File: src/rtl/cmd_queue.sv
`default_nettype none
// +------------------------------------------------------------------+
// | cmd_queue: FWFT command FIFO between UART_wrapper and cmd_proc    |
// | Revision: 1.0                                                     |
// +------------------------------------------------------------------+
module cmd_queue #(
  parameter int DEPTH = 4,
  parameter int PTR_W = 2
) (
  input  logic             clk,
  input  logic             rst_n,
  input  logic [15:0]      in_cmd,
  input  logic             in_cmd_rdy,
  output logic             in_clr_cmd_rdy,
  output logic [15:0]      out_cmd,
  output logic             out_cmd_rdy,
  input  logic             out_clr_cmd_rdy,
  input  logic             flush,
  output logic             full,
  output logic             empty,
  output logic [PTR_W:0]   count,
  output logic [PTR_W:0]   hwm
);

  localparam logic [PTR_W:0]   C_FULL    = (PTR_W+1)'(DEPTH);
  localparam logic [PTR_W:0]   C_CNT_ONE = (PTR_W+1)'(1);
  localparam logic [PTR_W-1:0] C_PTR_ONE = PTR_W'(1);

  logic [15:0]      r_mem [DEPTH];
  logic [PTR_W-1:0] r_wr_ptr;
  logic [PTR_W-1:0] r_rd_ptr;
  logic [PTR_W:0]   r_count;
  logic [PTR_W:0]   r_hwm;
  logic             r_clr;

  logic             w_full;
  logic             w_empty;
  logic             w_wr;
  logic             w_rd;
  logic [PTR_W:0]   w_count_nxt;
  logic [PTR_W:0]   w_hwm_nxt;

  assign w_full  = (r_count == C_FULL);
  assign w_empty = (r_count == '0);

  // r_clr masks the cycle in which UART_wrapper is still dropping cmd_rdy
  assign w_wr = in_cmd_rdy & ~r_clr & ~w_full & ~flush;
  assign w_rd = out_clr_cmd_rdy & ~w_empty & ~flush;

  always_comb begin
    w_count_nxt = r_count;
    if (flush)
      w_count_nxt = '0;
    else if (w_wr && !w_rd)
      w_count_nxt = r_count + C_CNT_ONE;
    else if (w_rd && !w_wr)
      w_count_nxt = r_count - C_CNT_ONE;
  end

  always_comb begin
    w_hwm_nxt = r_hwm;
    if (flush)
      w_hwm_nxt = '0;
    else if (w_count_nxt > r_hwm)
      w_hwm_nxt = w_count_nxt;
  end

  always_ff @(posedge clk or negedge rst_n) begin
    if (!rst_n) begin
      for (int i = 0; i < DEPTH; i++)
        r_mem[i] <= '0;
      r_wr_ptr <= '0;
      r_rd_ptr <= '0;
      r_count  <= '0;
      r_hwm    <= '0;
      r_clr    <= 1'b0;
    end else begin
      if (w_wr)
        r_mem[r_wr_ptr] <= in_cmd;
      if (flush) begin
        r_wr_ptr <= '0;
        r_rd_ptr <= '0;
      end else begin
        if (w_wr)
          r_wr_ptr <= r_wr_ptr + C_PTR_ONE;
        if (w_rd)
          r_rd_ptr <= r_rd_ptr + C_PTR_ONE;
      end
      r_count <= w_count_nxt;
      r_hwm   <= w_hwm_nxt;
      r_clr   <= w_wr;
    end
  end

  assign in_clr_cmd_rdy = r_clr;
  assign out_cmd        = r_mem[r_rd_ptr];
  assign out_cmd_rdy    = ~w_empty;
  assign full           = w_full;
  assign empty          = w_empty;
  assign count          = r_count;
  assign hwm            = r_hwm;

endmodule
`default_nettype wire

File: config.mk
export PLATFORM = sky130hd
export DESIGN_NAME = cmd_queue
export DESIGN_NICKNAME = d
export VERILOG_FILES = /design/src/rtl/cmd_queue.sv
export SDC_FILE = /design/constraint.sdc
export NUM_CORES = 1
export LEC_CHECK = 0
export CORE_ASPECT_RATIO = 0.6
export CORE_MARGIN = 4
export CORE_UTILIZATION = 55
export CTS_CLUSTER_DIAMETER = 30
export DETAILED_ROUTE_END_ITERATION = 8
export GPL_TIMING_DRIVEN = 0
export PLACE_DENSITY = 0.84
export SLEW_MARGIN = 20
export SYNTH_ARGS = -nofsm -noshare
export SYNTH_HDL_FRONTEND = slang
export SYNTH_SLANG_ARGS = --single-unit
File: constraint.sdc
create_clock -name clk -period 3.6 [get_ports clk]
set_clock_uncertainty 0.05 [all_clocks]
set_input_delay 0.72 -clock clk [delete_from_list [all_inputs] [get_ports clk]]
set_output_delay 0.72 -clock clk [all_outputs]
set_load 0.01 [all_outputs]
==> results of run 1 <==
==> sequential cells by signal, indices dropped and copies added, names as in the netlist <==
signal          cells
count               3
hwm                 3
in_clr_cmd_rdy      1
r_mem              64
r_rd_ptr            2
r_wr_ptr            2
==> area by class of cell <==
cell class | count | area [µm²] | area share (%)
Multi-Input combinational cell | 142 | 1599 | 36.31
Timing Repair Buffer | 47 | 485.5 | 11.02
Sequential cell | 75 | 1877 | 42.61
Clock inverter | 5 | 85.08 | 1.932
Tap cell | 84 | 105.1 | 2.386
Buffer | 9 | 70.07 | 1.591
Clock buffer | 11 | 141.4 | 3.210
Inverter | 11 | 41.29 | 0.9375
==> timing repair <==
action / 4_1_cts / 5_1_grt
gates resized for setup: 0 / 1
hold endpoints to repair: 0 / 0
setup endpoints to repair: 0 / 1
==> worst max-delay path: stages <==
cell and delay (ps):
sky130_fd_sc_hd__clkdlybuf4s50_1 590, sky130_fd_sc_hd__inv_2 180, sky130_fd_sc_hd__nand4_2 140, sky130_fd_sc_hd__mux2_2 300, sky130_fd_sc_hd__a211oi_2 340, sky130_fd_sc_hd__ha_1 310, sky130_fd_sc_hd__nor2b_1 140, sky130_fd_sc_hd__o21ai_1 240
sky130_fd_sc_hd__a21oi_1 150, sky130_fd_sc_hd__nor2_1 120, sky130_fd_sc_hd__mux2_2 340
==> through the flow <==
step / instances / setup WS (ps) / instance area [µm²]
2_1_floorplan: 237 / 598.6 / 3587
3_3_place_gp: 367 / -758.5 / 4153
3_5_place_dp: 368 / -256.9 / 4178
4_1_cts: 384 / 100.1 / 4404
5_1_grt: 384 / 66.83 / 4404
6_report: 384 / 202.5 / 4404
==> path summary, 6_finish.rpt <==
path	slack [ps]	to	start
setup / recovery	200	hwm[1]$_DFFE_PN0P_	flush
min in group clk	460	r_mem[15]$_DFFE_PN0P_	r_mem[15]$_DFFE_PN0P_
hold reg to reg	460	r_mem[15]$_DFFE_PN0P_	r_mem[15]$_DFFE_PN0P_
max in group asynchronous	2690	r_mem[40]$_DFFE_PN0P_	rst_n
hold / removal	250	r_mem[17]$_DFFE_PN0P_	rst_n
setup reg to reg	290	hwm[1]$_DFFE_PN0P_	count[0]$_DFF_PN0_
==> Yosys cell counts <==
| master | number |
|---|---|
| sky130_fd_sc_hd__dfrtp_1 | 75 |
| sky130_fd_sc_hd__mux2_2 | 65 |
| sky130_fd_sc_hd__mux4_2 | 16 |
| sky130_fd_sc_hd__ha_1 | 10 |
| sky130_fd_sc_hd__inv_1 | 10 |
| sky130_fd_sc_hd__nand2_1 | 5 |
| sky130_fd_sc_hd__nand2_4 | 5 |
| sky130_fd_sc_hd__nand3_1 | 5 |
| sky130_fd_sc_hd__nor2_1 | 5 |
| sky130_fd_sc_hd__buf_6 | 4 |
| sky130_fd_sc_hd__a21oi_1 | 3 |
| sky130_fd_sc_hd__nor2b_1 | 3 |
| sky130_fd_sc_hd__o21ai_0 | 3 |
| sky130_fd_sc_hd__a2111oi_0 | 2 |
| sky130_fd_sc_hd__buf_2 | 2 |
| sky130_fd_sc_hd__clkbuf_1 | 2 |
| sky130_fd_sc_hd__mux2i_1 | 2 |
| sky130_fd_sc_hd__or2b_2 | 2 |
| sky130_fd_sc_hd__xnor2_1 | 2 |
| sky130_fd_sc_hd__xor2_1 | 2 |
| sky130_fd_sc_hd__a211oi_2 | 1 |
| sky130_fd_sc_hd__and2_1 | 1 |
| sky130_fd_sc_hd__and3_1 | 1 |
| sky130_fd_sc_hd__buf_4 | 1 |
| sky130_fd_sc_hd__inv_2 | 1 |
| sky130_fd_sc_hd__mux2_1 | 1 |
| sky130_fd_sc_hd__nand4_1 | 1 |
| sky130_fd_sc_hd__nand4_2 | 1 |
| sky130_fd_sc_hd__nor2_8 | 1 |
| sky130_fd_sc_hd__nor2b_4 | 1 |
| sky130_fd_sc_hd__o211ai_1 | 1 |
| sky130_fd_sc_hd__o21a_1 | 1 |
| sky130_fd_sc_hd__o41a_1 | 1 |
| sky130_fd_sc_hd__or3b_1 | 1 |
==> layer usage <==
metal / wire, µm / share of wire (%)
met3: 287 / 4.1
met2: 3211 / 46
met4: 31 / 0.45
met1: 3427 / 49
met5: 0 / 0
==> power by group <==
group / leakage (nW) / switching [mW] / internal [mW]
sequential: 0.960 / 0.131 / 1.10
combinational: 0.907 / 0.363 / 0.571
clock: 0.110 / 0.319 / 0.413
==> logic make-up after synthesis <==
group	count (synthesis)	synth area share (%)
AOI/OAI and AO/OA	12	2.407
xor gates and xnor gates	4	0.9768
adders and majority gates	10	3.488
buffers and inverters	20	3.104
DFF	75	52.32
muxes	84	31.32
and+or+nand+nor	32	6.383
==> placed cells by master (no fill, tap or decap), types with 2 or more instances in the layout <==
master / netlist / routed
sky130_fd_sc_hd__nand2_4: 5 / 5
sky130_fd_sc_hd__mux4_2: 16 / 16
sky130_fd_sc_hd__nand3_1: 5 / 5
sky130_fd_sc_hd__ha_1: 10 / 10
sky130_fd_sc_hd__buf_2: 2 / 2
sky130_fd_sc_hd__xor2_1: 2 / 2
sky130_fd_sc_hd__buf_4: 1 / 2
sky130_fd_sc_hd__or2b_2: 2 / 2
sky130_fd_sc_hd__a2111oi_0: 2 / 2
sky130_fd_sc_hd__dfrtp_1: 75 / 75
sky130_fd_sc_hd__mux2_2: 65 / 65
sky130_fd_sc_hd__mux2i_1: 2 / 2
sky130_fd_sc_hd__nand2_1: 5 / 5
sky130_fd_sc_hd__clkdlybuf4s50_1: 0 / 45
sky130_fd_sc_hd__xnor2_1: 2 / 2
sky130_fd_sc_hd__o21ai_0: 3 / 2
sky130_fd_sc_hd__inv_1: 10 / 10
sky130_fd_sc_hd__a21oi_1: 3 / 3
sky130_fd_sc_hd__buf_6: 4 / 4
sky130_fd_sc_hd__clkbuf_8: 0 / 10
sky130_fd_sc_hd__nor2_1: 5 / 5
sky130_fd_sc_hd__clkbuf_1: 2 / 3
sky130_fd_sc_hd__nor2b_1: 3 / 3
sky130_fd_sc_hd__bufinv_16: 0 / 2
==> reports/qor.txt, run 1 <==
Number of distinct standard cells referenced by the synthesized netlist: 34
Root buffer cell: sky130_fd_sc_hd__clkbuf_8
Max Root-Sink Buffers: 2
Main area contributors after synthesis: sky130_fd_sc_hd__dfrtp_1, sky130_fd_sc_hd__mux2_2, sky130_fd_sc_hd__mux4_2, sky130_fd_sc_hd__ha_1, sky130_fd_sc_hd__nand2_4
Share of layout cells above drive strength 1: 39.00%
Iteration count of the initial detailed-routing pass: 4
CP Data Required Time: 3780 ps
Global-route wire length before repair: 11.79 mm
Unrepaired setup endpoints after global routing: no
Number of buffers inserted to repair setup after CTS: 0
Crit end category: register
Worst reg-to-reg path cell count: 12
HPWL after detailed placement: 5.038 mm
GR Overflow Total: 0
Area growth from synthesis to layout: 22.78%
Number of global-route vias before repair: 2,286
Number of CTS-inserted buffers: 9
Starting density of the core: 57.66%
Crit Path Category: in2reg
Initial antenna violation count: 0
Minimum period implied by the final worst setup slack: 3397 ps
Pin count of the biggest net entering global routing: 46
Top cell type by total area after synthesis: sky130_fd_sc_hd__dfrtp_1
Remaining max-slew budget at the tightest pin: 65.25%
GPL Wtd Cong: 0.7462
Synthesized instance count: 237
GR Util met1: 28.73%
Worst vdd rail ir drop: 339.7 µV
Routing usage on met3: 5.556%
Die Ht: 70.56 µm
Drt initial violations: 91
Post-Syn Area: 3587 µm²
Max Cap Viol: 0
Die width: 112.3 µm
Yosys reg bits: 75
Design Power: 2.892 mW
Avg Synthesized Cell Area: 15.14 µm²
# diodes: 0
Slew at the pin closest to its max-slew limit: 521.2 ps
H-tree Lvls: 3
Layout net count: 326
Hold violation total from the final report: 0
Accumulated negative setup slack: 0 ps
Clock tree from TritonCTS: built
Area share of the largest cell type after synthesis: 52.32%
Endpoint arrival time on the critical path: 3580 ps
Filler Cells Inserted: 431
Via-to-Cell Ratio: 5.458
Number of top-level design ports: 47
Total core area: 6221 µm²
Path class of the lowest-slack min-delay path: in2async
Layer with the highest usage: met1
Via total after detailed routing: 2,096
Total wirelength of the detailed-routed design: 6.957 mm
Total DRC errors in the routed layout: 0
Critical path launch point type: input port
Core utilization of the finished layout: 70.80%
Clock slew at the register clock pins of the worst setup and hold paths: 80 ps
Synth Net Count: 268
Total number of clock tree sinks: 75
Count of yosys warnings during synthesis: 0
Status: finished, final reports clean
Count of buffers from port buffering: 46
Leakage component of the power: 1.977 nW
Clock latency at the later pin of the worst-skew pair: 350 ps
Power Dens Cells: 656.6 nW/µm²
Top achievable clock speed: 0.2943 GHz
Hold bufs inserted after CTS: 0
Final ANT Viol Nets: 0
Met2 Usage GRT: 27.85%
Share of the cycle needed by the critical path after routing: 94.37%
Final count of pins violating max slew: 0
Number of standard-cell rows in the floorplan: 22
Detail-routed net length per standard cell: 18.12 µm
Largest fanout on the critical path: 6
Fin Hold WS: 248.3 ps
Total routing usage reported by global routing: 19.12%
Fraction of the yosys area taken by sequential cells: 52.32%
Die outline area: 7921 µm²
Setup-failing EPs final: 0
Note: power is estimated with default switching activity, not from simulation.
==> run 2, diff against run 1 <==
--- a/config.mk
+++ b/config.mk
@@ -5,13 +5,14 @@
 export SDC_FILE = /design/constraint.sdc
 export NUM_CORES = 1
 export LEC_CHECK = 0
+export ABC_AREA = 1
 export CORE_ASPECT_RATIO = 0.6
 export CORE_MARGIN = 4
-export CORE_UTILIZATION = 55
+export CORE_UTILIZATION = 50
 export CTS_CLUSTER_DIAMETER = 30
 export DETAILED_ROUTE_END_ITERATION = 8
 export GPL_TIMING_DRIVEN = 0
-export PLACE_DENSITY = 0.84
+export PLACE_DENSITY = 0.8
 export SLEW_MARGIN = 20
 export SYNTH_ARGS = -nofsm -noshare
 export SYNTH_HDL_FRONTEND = slang
==> constraint.sdc (replaced) <==
create_clock -name clk -period 2.8 [get_ports clk]
set_clock_uncertainty 0.05 [all_clocks]
set_input_delay 0.56 -clock clk [delete_from_list [all_inputs] [get_ports clk]]
set_output_delay 0.56 -clock clk [all_outputs]
set_load 0.01 [all_outputs]
==> run 2 against run 1 <==
Against the previous run:
- non-clock buffer count up 13
- worst hold slack worse by 190 ps
- area after synthesis up 3.2%
- total power up 40%
- sequential share of layout area down 2.2 points
- critical path depth down 6
- via count up 46%
- die area up 12%
- routed wire length up 32%
- final cell count up 48%
- combinational power up 36%
- critical endpoint is now out_cmd[7]
==> reports/qor.txt, run 2 <==
Worst vdd rail ir drop: 595.6 µV (was 339.7 µV)
Area share of the largest cell type after synthesis: 50.69% (was 52.32%)
Top-count cell post-synth: sky130_fd_sc_hd__nand2_1 (was sky130_fd_sc_hd__dfrtp_1)
Yosys reg bits: 75 (unchanged)
Total routing usage reported by global routing: 22.37% (was 19.12%)
Leakage component of the power: 2.275 nW (was 1.977 nW)
Minimum period implied by the final worst setup slack: 2691 ps
Pin count of the biggest net entering global routing: 56 (was 46)
H-tree Lvls: 3 (unchanged)
Number of CTS-inserted buffers: 9 (unchanged)
Cell with the largest stage delay on the worst path: sky130_fd_sc_hd__clkdlybuf4s50_1 (unchanged)
Most common library cell in the layout ignoring fill and taps: sky130_fd_sc_hd__nand2_1 (was sky130_fd_sc_hd__dfrtp_1)
Hold violation total from the final report: 0 (unchanged)
Via-to-Cell Ratio: 5.406 (was 5.458)
Design Power: 4.061 mW (was 2.892 mW)
Count of buffers from port buffering: 46 (unchanged)
Starting density of the core: 53.38% (was 57.66%)
Minimum setup slack among reg-to-reg paths: 220 ps (was 290 ps)
Remaining max-slew budget at the tightest pin: 74.58% (was 65.25%)
Clock latency at the later pin of the worst-skew pair: 340 ps (was 350 ps)
Status: finished, final reports clean (unchanged)
Clock tree from TritonCTS: built (unchanged)
Met2 Usage GRT: 33.15% (was 27.85%)
Slew at the pin closest to its max-slew limit: 380.7 ps (was 521.2 ps)
Layer with the highest usage: met2 (was met1)
Avg Synthesized Cell Area: 9.187 µm² (was 15.14 µm²)
Via total after detailed routing: 3,065 (was 2,096)
Top cell type by total area after synthesis: sky130_fd_sc_hd__dfrtp_1 (unchanged)
Max Cap Viol: 0 (unchanged)
Drt initial violations: 280 (was 91)
Layout net count: 494 (was 326)
Endpoint arrival time on the critical path: 2080 ps (was 3580 ps)
Iteration count of the initial detailed-routing pass: 6 (was 4)
Accumulated negative setup slack: 0 ps (unchanged)
Largest fanout on the critical path: 10 (was 6)
Share of layout cells above drive strength 1: 18.63% (was 39.00%)
Number of top-level design ports: 47 (unchanged)
Detail-routed net length per standard cell: 16.24 µm (was 18.12 µm)
Number of global-route vias before repair: 2,953 (was 2,286)
Fin Hold WS: 59.38 ps (was 248.3 ps)
CP Data Required Time: 2190 ps (was 3780 ps)
# diodes: 0 (unchanged)
Largest incremental delay on the critical path: 590 ps (about the same)
Launch instance of the worst register-to-register path: count[0]$_DFF_PN0_ (unchanged)
Unrepaired setup endpoints after global routing: no (unchanged)
Setup crit start: r_rd_ptr[0]$_DFFE_PN0P_ (was flush)
GR Util met1: 32.47% (was 28.73%)
Post-Syn Area: 3702 µm² (was 3587 µm²)
Flip-flop count of the largest register after layout: 64 (unchanged)
EDFF count, synth: 0 (unchanged)
Number of distinct standard cells referenced by the synthesized netlist: 24 (was 34)
Die outline area: 8891 µm² (was 7921 µm²)
Cell area after placement: 4313 µm² (was 4178 µm²)
Top achievable clock speed: 0.3716 GHz
Path class of the lowest-slack min-delay path: in2async (unchanged)
Register with the most flip-flops: r_mem (unchanged)
HPWL after detailed placement: 6.574 mm (was 5.038 mm)
Total DRC errors in the routed layout: 0 (unchanged)
Synth Net Count: 434 (was 268)
Number of standard-cell rows in the floorplan: 23 (was 22)
Final count of pins violating max slew: 0 (unchanged)
Main area contributors after synthesis: sky130_fd_sc_hd__dfrtp_1, sky130_fd_sc_hd__o21ai_2, sky130_fd_sc_hd__nand2_1, sky130_fd_sc_hd__o21ai_0, sky130_fd_sc_hd__nor2_1 (was sky130_fd_sc_hd__dfrtp_1, sky130_fd_sc_hd__mux2_2, sky130_fd_sc_hd__mux4_2, sky130_fd_sc_hd__ha_1, sky130_fd_sc_hd__nand2_4)
Synthesized instance count: 403 (was 237)
Non-Filler Cell Area, Final: 4652 µm² (was 4404 µm²)
Primary FF master, synth: sky130_fd_sc_hd__dfrtp_1 (unchanged)
Most frequent cells in the layout: sky130_fd_sc_hd__nand2_1, sky130_fd_sc_hd__dfrtp_1, sky130_fd_sc_hd__clkdlybuf4s50_1, sky130_fd_sc_hd__nor2_1, sky130_fd_sc_hd__o21ai_0 (was sky130_fd_sc_hd__dfrtp_1, sky130_fd_sc_hd__mux2_2, sky130_fd_sc_hd__clkdlybuf4s50_1, sky130_fd_sc_hd__mux4_2)
Root buffer cell: sky130_fd_sc_hd__clkbuf_16 (was sky130_fd_sc_hd__clkbuf_8)
Power Dens Cells: 873.1 nW/µm² (was 656.6 nW/µm²)
Initial antenna violation count: 0 (unchanged)
Clock slew at the register clock pins of the worst setup and hold paths: 60 ps (was 80 ps)
Top cells by instance count after synthesis: sky130_fd_sc_hd__nand2_1, sky130_fd_sc_hd__dfrtp_1, sky130_fd_sc_hd__nor2_1 (was sky130_fd_sc_hd__dfrtp_1, sky130_fd_sc_hd__mux2_2, sky130_fd_sc_hd__mux4_2)
Ordered list of cells on the worst path: inv_1 -> clkbuf_4 -> nor2_1 -> o22ai_1 -> clkdlybuf4s50_1 (was clkdlybuf4s50_1 -> inv_2 -> nand4_2 -> mux2_2 -> a211oi_2 -> ha_1 -> nor2b_1 -> o21ai_1 -> a21oi_1 -> nor2_1 -> mux2_2)
Total core area: 6935 µm² (was 6221 µm²)
Share of the cycle needed by the critical path after routing: 96.11%
Final ANT Viol Nets: 0 (unchanged)
GPL Wtd Cong: 0.8846 (was 0.7462)
Hold bufs inserted after CTS: 0 (unchanged)
Max Root-Sink Buffers: 2 (unchanged)
Core utilization of the finished layout: 67.08% (was 70.80%)
Setup-failing EPs final: 0 (unchanged)
Routing usage on met3: 5.856% (was 5.556%)
GR Overflow Total: 0 (unchanged)
Crit Path Category: reg2out (was in2reg)
Crit end category: primary output (was register)
Die width: 119.1 µm (was 112.3 µm)
Total wirelength of the detailed-routed design: 9.206 mm (was 6.957 mm)
Global-route wire length before repair: 15.12 mm (was 11.79 mm)
Total number of clock tree sinks: 75 (unchanged)
Fraction of the yosys area taken by sequential cells: 50.69% (was 52.32%)
Area growth from synthesis to layout: 25.65% (was 22.78%)
Die Ht: 74.66 µm (was 70.56 µm)
Critical path launch point type: register (was input port)
Count of yosys warnings during synthesis: 0 (unchanged)
Fraction of synthesis flops using an asynchronous set or reset pin: 100.0% (unchanged)
==> run 2: cell count changes after synthesis, sizes merged, moves of 2 or more <==
cell and change:
o21ai +99, nand2 +78, mux2 -66, nor2 +35, inv +22, mux4 -16, o22ai +16, buf +6
nand3 +6, clkbuf +5, nor2b -4, a2111oi -2, mux2i -2, or2b -2
==> run 2: logic make-up after synthesis <==
logic type / share of synthesized area [%]
adders and majority gates: 3.380
buffers and inverters: 7.807
xor gates and xnor gates: 0.7098
AOI/OAI and AO/OA: 20.31
and+or+nand+nor: 17.10
DFF: 50.69
==> run 2: area by class of cell <==
| type | count | area (µm²) |
|---|---|---|
| repair buffers | 49 | 503.0 |
| clock buffers | 13 | 260.3 |
| multi-input cells | 275 | 1541 |
| plain buffers | 20 | 182.7 |
| fillers | 577 | 2283 |
| well taps | 100 | 125.1 |
| inverters | 33 | 126.4 |
| clock inverters | 2 | 35.03 |
| flip-flops and latches | 75 | 1878 |
==> run 2: worst max-delay path: cells and delay by family, from the launching register on <==
kind            cells  cell delay (ps)
simple gates        1               70
compound gates      1              200
buf+inv             3             1030
flops               1              450
==> run 2: report_power, final <==
group          switching, mW  internal [mW]
sequential             0.194           1.44
combinational          0.662          0.612
clock                  0.425          0.732
total                   1.28           2.78
==> run 2: metal layers <==
layer  vias up  share of wire [%]
met1      1476                 47
met4         0                1.3
li1       1455                  -
met5         -                  0
met3        13                8.0
met2       121                 44
==> run 2: final timing paths <==
path,endpoint,cells past startpoint
max,out_cmd[7],5
min,r_mem[3]$_DFFE_PN0P_,1
max reg2reg,hwm[0]$_DFFE_PN0P_,18
min reg2reg,r_mem[20]$_DFFE_PN0P_,2
max in group asynchronous,count[1]$_DFF_PN0_,2
min in group clk,r_mem[20]$_DFFE_PN0P_,2
==> run 2: timing repair <==
| action | in CTS | in global routing |
|---|---|---|
| buffers inserted | 0 | 2 |
| setup endpoints to repair | 16 | 18 |
| gates resized for setup | 7 | 14 |
| pin swaps | 0 | 1 |
| gates cloned | 0 | 0 |
==> run 2: stage by stage <==
step                      worst slack [ps]  cells
final                                109.0    567
after floorplan                      347.3    403
after global routing                 3.035    567
after global placement               -1436    549
after detailed placement            -257.3    550
after CTS                            39.20    565
==> run 3, diff against run 2 <==
--- a/config.mk
+++ b/config.mk
@@ -5,7 +5,6 @@
 export SDC_FILE = /design/constraint.sdc
 export NUM_CORES = 1
 export LEC_CHECK = 0
-export ABC_AREA = 1
 export CORE_ASPECT_RATIO = 0.6
 export CORE_MARGIN = 4
 export CORE_UTILIZATION = 50
==> run 3 against run 2 <==
Against the previous run:
- the flow now finishes with violations (negative setup slack)
- critical path depth grew 7
- combinational power up 17%
- routed wire length decreased by 13%
- worst setup slack lost 300 ps
- die area is 2.8% lower
- design area rose by 1.5%
- worst hold slack got worse by 13 ps
- final cell count decreased by 29%
- fmax shrank 10%
- core utilization rose by 2.2 points
- clock-buffer cell count down 2
- clock power about the same
- critical endpoint is now hwm[1]$_DFFE_PN0P_
==> reports/qor.txt, run 3 (synthesis results as in run 1) <==
Unrepaired setup endpoints after global routing: yes (was no)
Total routing usage reported by global routing: 19.19% (was 22.37%)
Cell count after placement: 371 (was 550)
H-tree Lvls: 3 (unchanged)
Layer with the highest usage: met2 (unchanged)
Total core area: 6820 µm² (was 6935 µm²)
Endpoint arrival time on the critical path: 3160 ps (was 2080 ps)
Pin count of the biggest net entering global routing: 60 (was 56)
Final WS setup: -192.9 ps (was 109.0 ps)
Largest fanout on the critical path: 4 (was 10)
Non-Filler Cell Area, Final: 4722 µm² (was 4652 µm²)
Die width: 117.4 µm (was 119.1 µm)
Via total after detailed routing: 2,234 (was 3,065)
Minimum setup slack among reg-to-reg paths: -190 ps (was 220 ps)
Most common library cell in the layout ignoring fill and taps: sky130_fd_sc_hd__dfrtp_1 (was sky130_fd_sc_hd__nand2_1)
Detail-routed net length per standard cell: 19.94 µm (was 16.24 µm)
GR Overflow Total: 0 (unchanged)
Max Cap Viol: 0 (unchanged)
Number of standard cells in the final layout excluding fillers: 401 (was 567)
# diodes: 0 (unchanged)
Worst vdd rail ir drop: 571.7 µV (was 595.6 µV)
Worst reg-to-reg path cell count: 12 (was 18)
Clock latency at the later pin of the worst-skew pair: 330 ps (was 340 ps)
Remaining max-slew budget at the tightest pin: 54.22% (was 74.58%)
Slew at the pin closest to its max-slew limit: 686.7 ps (was 380.7 ps)
Via-to-Cell Ratio: 5.571 (was 5.406)
Share of the cycle needed by the critical path after routing: 106.9% (was 96.11%)
Number of global-route vias before repair: 2,405 (was 2,953)
Filler Cells Inserted: 454 (was 577)
Count of buffers from port buffering: 46 (unchanged)
Violated checks: negative setup slack
Global-route wire length before repair: 12.54 mm (was 15.12 mm)
CP Data Required Time: 2970 ps (was 2190 ps)
Register with the most flip-flops: r_mem (unchanged)
Final count of pins violating max slew: 0 (unchanged)
Power Dens Cells: 890.8 nW/µm² (was 873.1 nW/µm²)
Number of CTS-inserted buffers: 9 (unchanged)
Die outline area: 8638 µm² (was 8891 µm²)
Total wirelength of the detailed-routed design: 7.996 mm (was 9.206 mm)
Number of top-level design ports: 47 (unchanged)
Most frequent cells in the layout: sky130_fd_sc_hd__dfrtp_1, sky130_fd_sc_hd__mux2_2, sky130_fd_sc_hd__clkdlybuf4s50_1, sky130_fd_sc_hd__mux4_2, sky130_fd_sc_hd__buf_4 (was sky130_fd_sc_hd__nand2_1, sky130_fd_sc_hd__dfrtp_1, sky130_fd_sc_hd__clkdlybuf4s50_1, sky130_fd_sc_hd__nor2_1, sky130_fd_sc_hd__o21ai_0)
Met2 Usage GRT: 31.20% (was 33.15%)
HPWL after detailed placement: 5.178 mm (was 6.574 mm)
Hold violation total from the final report: 0 (unchanged)
Iteration count of the initial detailed-routing pass: 4 (was 6)
Leakage component of the power: 2.130 nW (was 2.275 nW)
Max Root-Sink Buffers: 2 (unchanged)
Flip-flop count of the largest register after layout: 64 (unchanged)
Critical path launch point type: register (unchanged)
Worst flop-to-flop path endpoint: hwm[1]$_DFFE_PN0P_ (was hwm[0]$_DFFE_PN0P_)
Initial antenna violation count: 0 (unchanged)
Minimum period implied by the final worst setup slack: 2993 ps (was 2691 ps)
Total area of sequential cells: 1878 µm² (unchanged)
Routing usage on met3: 5.923% (was 5.856%)
Crit Path Category: reg2reg (was reg2out)
Post-placement setup slack: -733.6 ps (was -257.3 ps)
Final ANT Viol Nets: 0 (unchanged)
Clock slew at the register clock pins of the worst setup and hold paths: 60 ps (about the same)
Setup-failing EPs final: 3 (was 0)
Layout net count: 340 (was 494)
Top achievable clock speed: 0.3341 GHz (was 0.3716 GHz)
Area growth from synthesis to layout: 31.64% (was 25.65%)
Drt initial violations: 101 (was 280)
Total number of clock tree sinks: 75 (unchanged)
Area of the multi-input gates: 1720 µm² (was 1541 µm²)
Die Ht: 73.61 µm (was 74.66 µm)
Launch instance of the worst register-to-register path: count[0]$_DFF_PN0_ (unchanged)
Total DRC errors in the routed layout: 0 (unchanged)
GR Util met1: 25.19% (was 32.47%)
Root buffer cell: sky130_fd_sc_hd__clkbuf_16 (unchanged)
Crit end category: register (was primary output)
Path class of the lowest-slack min-delay path: in2async (unchanged)
GPL Wtd Cong: 0.7005 (was 0.8846)
Hold bufs inserted after CTS: 0 (unchanged)
Starting density of the core: 52.60% (was 53.38%)
Clock tree from TritonCTS: built (unchanged)
Number of standard-cell rows in the floorplan: 23 (unchanged)
Cell area after placement: 4215 µm² (was 4313 µm²)
Share of layout cells above drive strength 1: 47.77% (was 18.63%)
Status: finished, violations left (was finished, final reports clean)
## run 3: stage by stage
stage               hold slack (ps)  power, mW  TNS [ps]  util (%)
finish                        46.49      4.207    -409.7     69.24
floorplan                     214.4      2.330    -6.084         -
CTS                           44.63      4.074    -62.38     67.24
detailed placement            397.6      2.848     -1750     61.81
global route                  42.49      4.412    -699.8     69.24
global placement              432.2      2.774   -108560     61.44
## run 3: how the worst max path moves through the flow
stage                            start                     to  cells after the start
finish              count[0]$_DFF_PN0_     hwm[1]$_DFFE_PN0P_                     12
global route        count[0]$_DFF_PN0_     hwm[0]$_DFFE_PN0P_                     14
CTS                         in_cmd_rdy     hwm[0]$_DFFE_PN0P_                     11
detailed placement               flush     hwm[1]$_DFFE_PN0P_                     11
global placement                 rst_n  r_mem[15]$_DFFE_PN0P_                      1
floorplan           count[0]$_DFF_PN0_     hwm[1]$_DFFE_PN0P_                     12
## run 3: worst max-delay path: stages (launching register included)
cell and delay, ps:
sky130_fd_sc_hd__dfrtp_1 380, sky130_fd_sc_hd__inv_2 80, sky130_fd_sc_hd__ha_4 190, sky130_fd_sc_hd__or2b_2 350
sky130_fd_sc_hd__o41a_1 360, sky130_fd_sc_hd__o21a_1 210, sky130_fd_sc_hd__nor2_2 110, sky130_fd_sc_hd__ha_1 290
sky130_fd_sc_hd__buf_4 170, sky130_fd_sc_hd__o21ai_4 100, sky130_fd_sc_hd__a21oi_2 110, sky130_fd_sc_hd__nor2_2 160
sky130_fd_sc_hd__mux2_4 310
## run 3: repair_timing
| item | 4_1_cts | 5_1_grt |
|---|---|---|
| resized for setup | 15 | 15 |
| buffers inserted | 6 | 9 |
| pin swaps | 4 | 7 |
| setup endpoints to repair | 12 | 11 |
## run 3: layer usage
layer,vias to the layer above,wire (µm)
li1,1011,-
met3,9,322
met4,0,87
met1,1165,3610
met2,49,3976
met5,-,0
## run 3: power breakdown
group	leakage, nW	internal [mW]	switching [mW]
clock network	0.145	0.709	0.424
registers	0.958	1.41	0.181
logic	1.03	0.888	0.593
## run 3: final cells by class
| cell class | count | area share, % |
|---|---|---|
| Sequential cell | 75 | 39.77 |
| Clock inverter | 5 | 1.113 |
| Tap cell | 87 | 2.305 |
| Inverter | 11 | 0.8744 |
| Multi-Input combinational cell | 142 | 36.43 |
| Buffer | 8 | 1.696 |
| Timing Repair Buffer | 62 | 12.67 |
| Clock buffer | 11 | 5.140 |
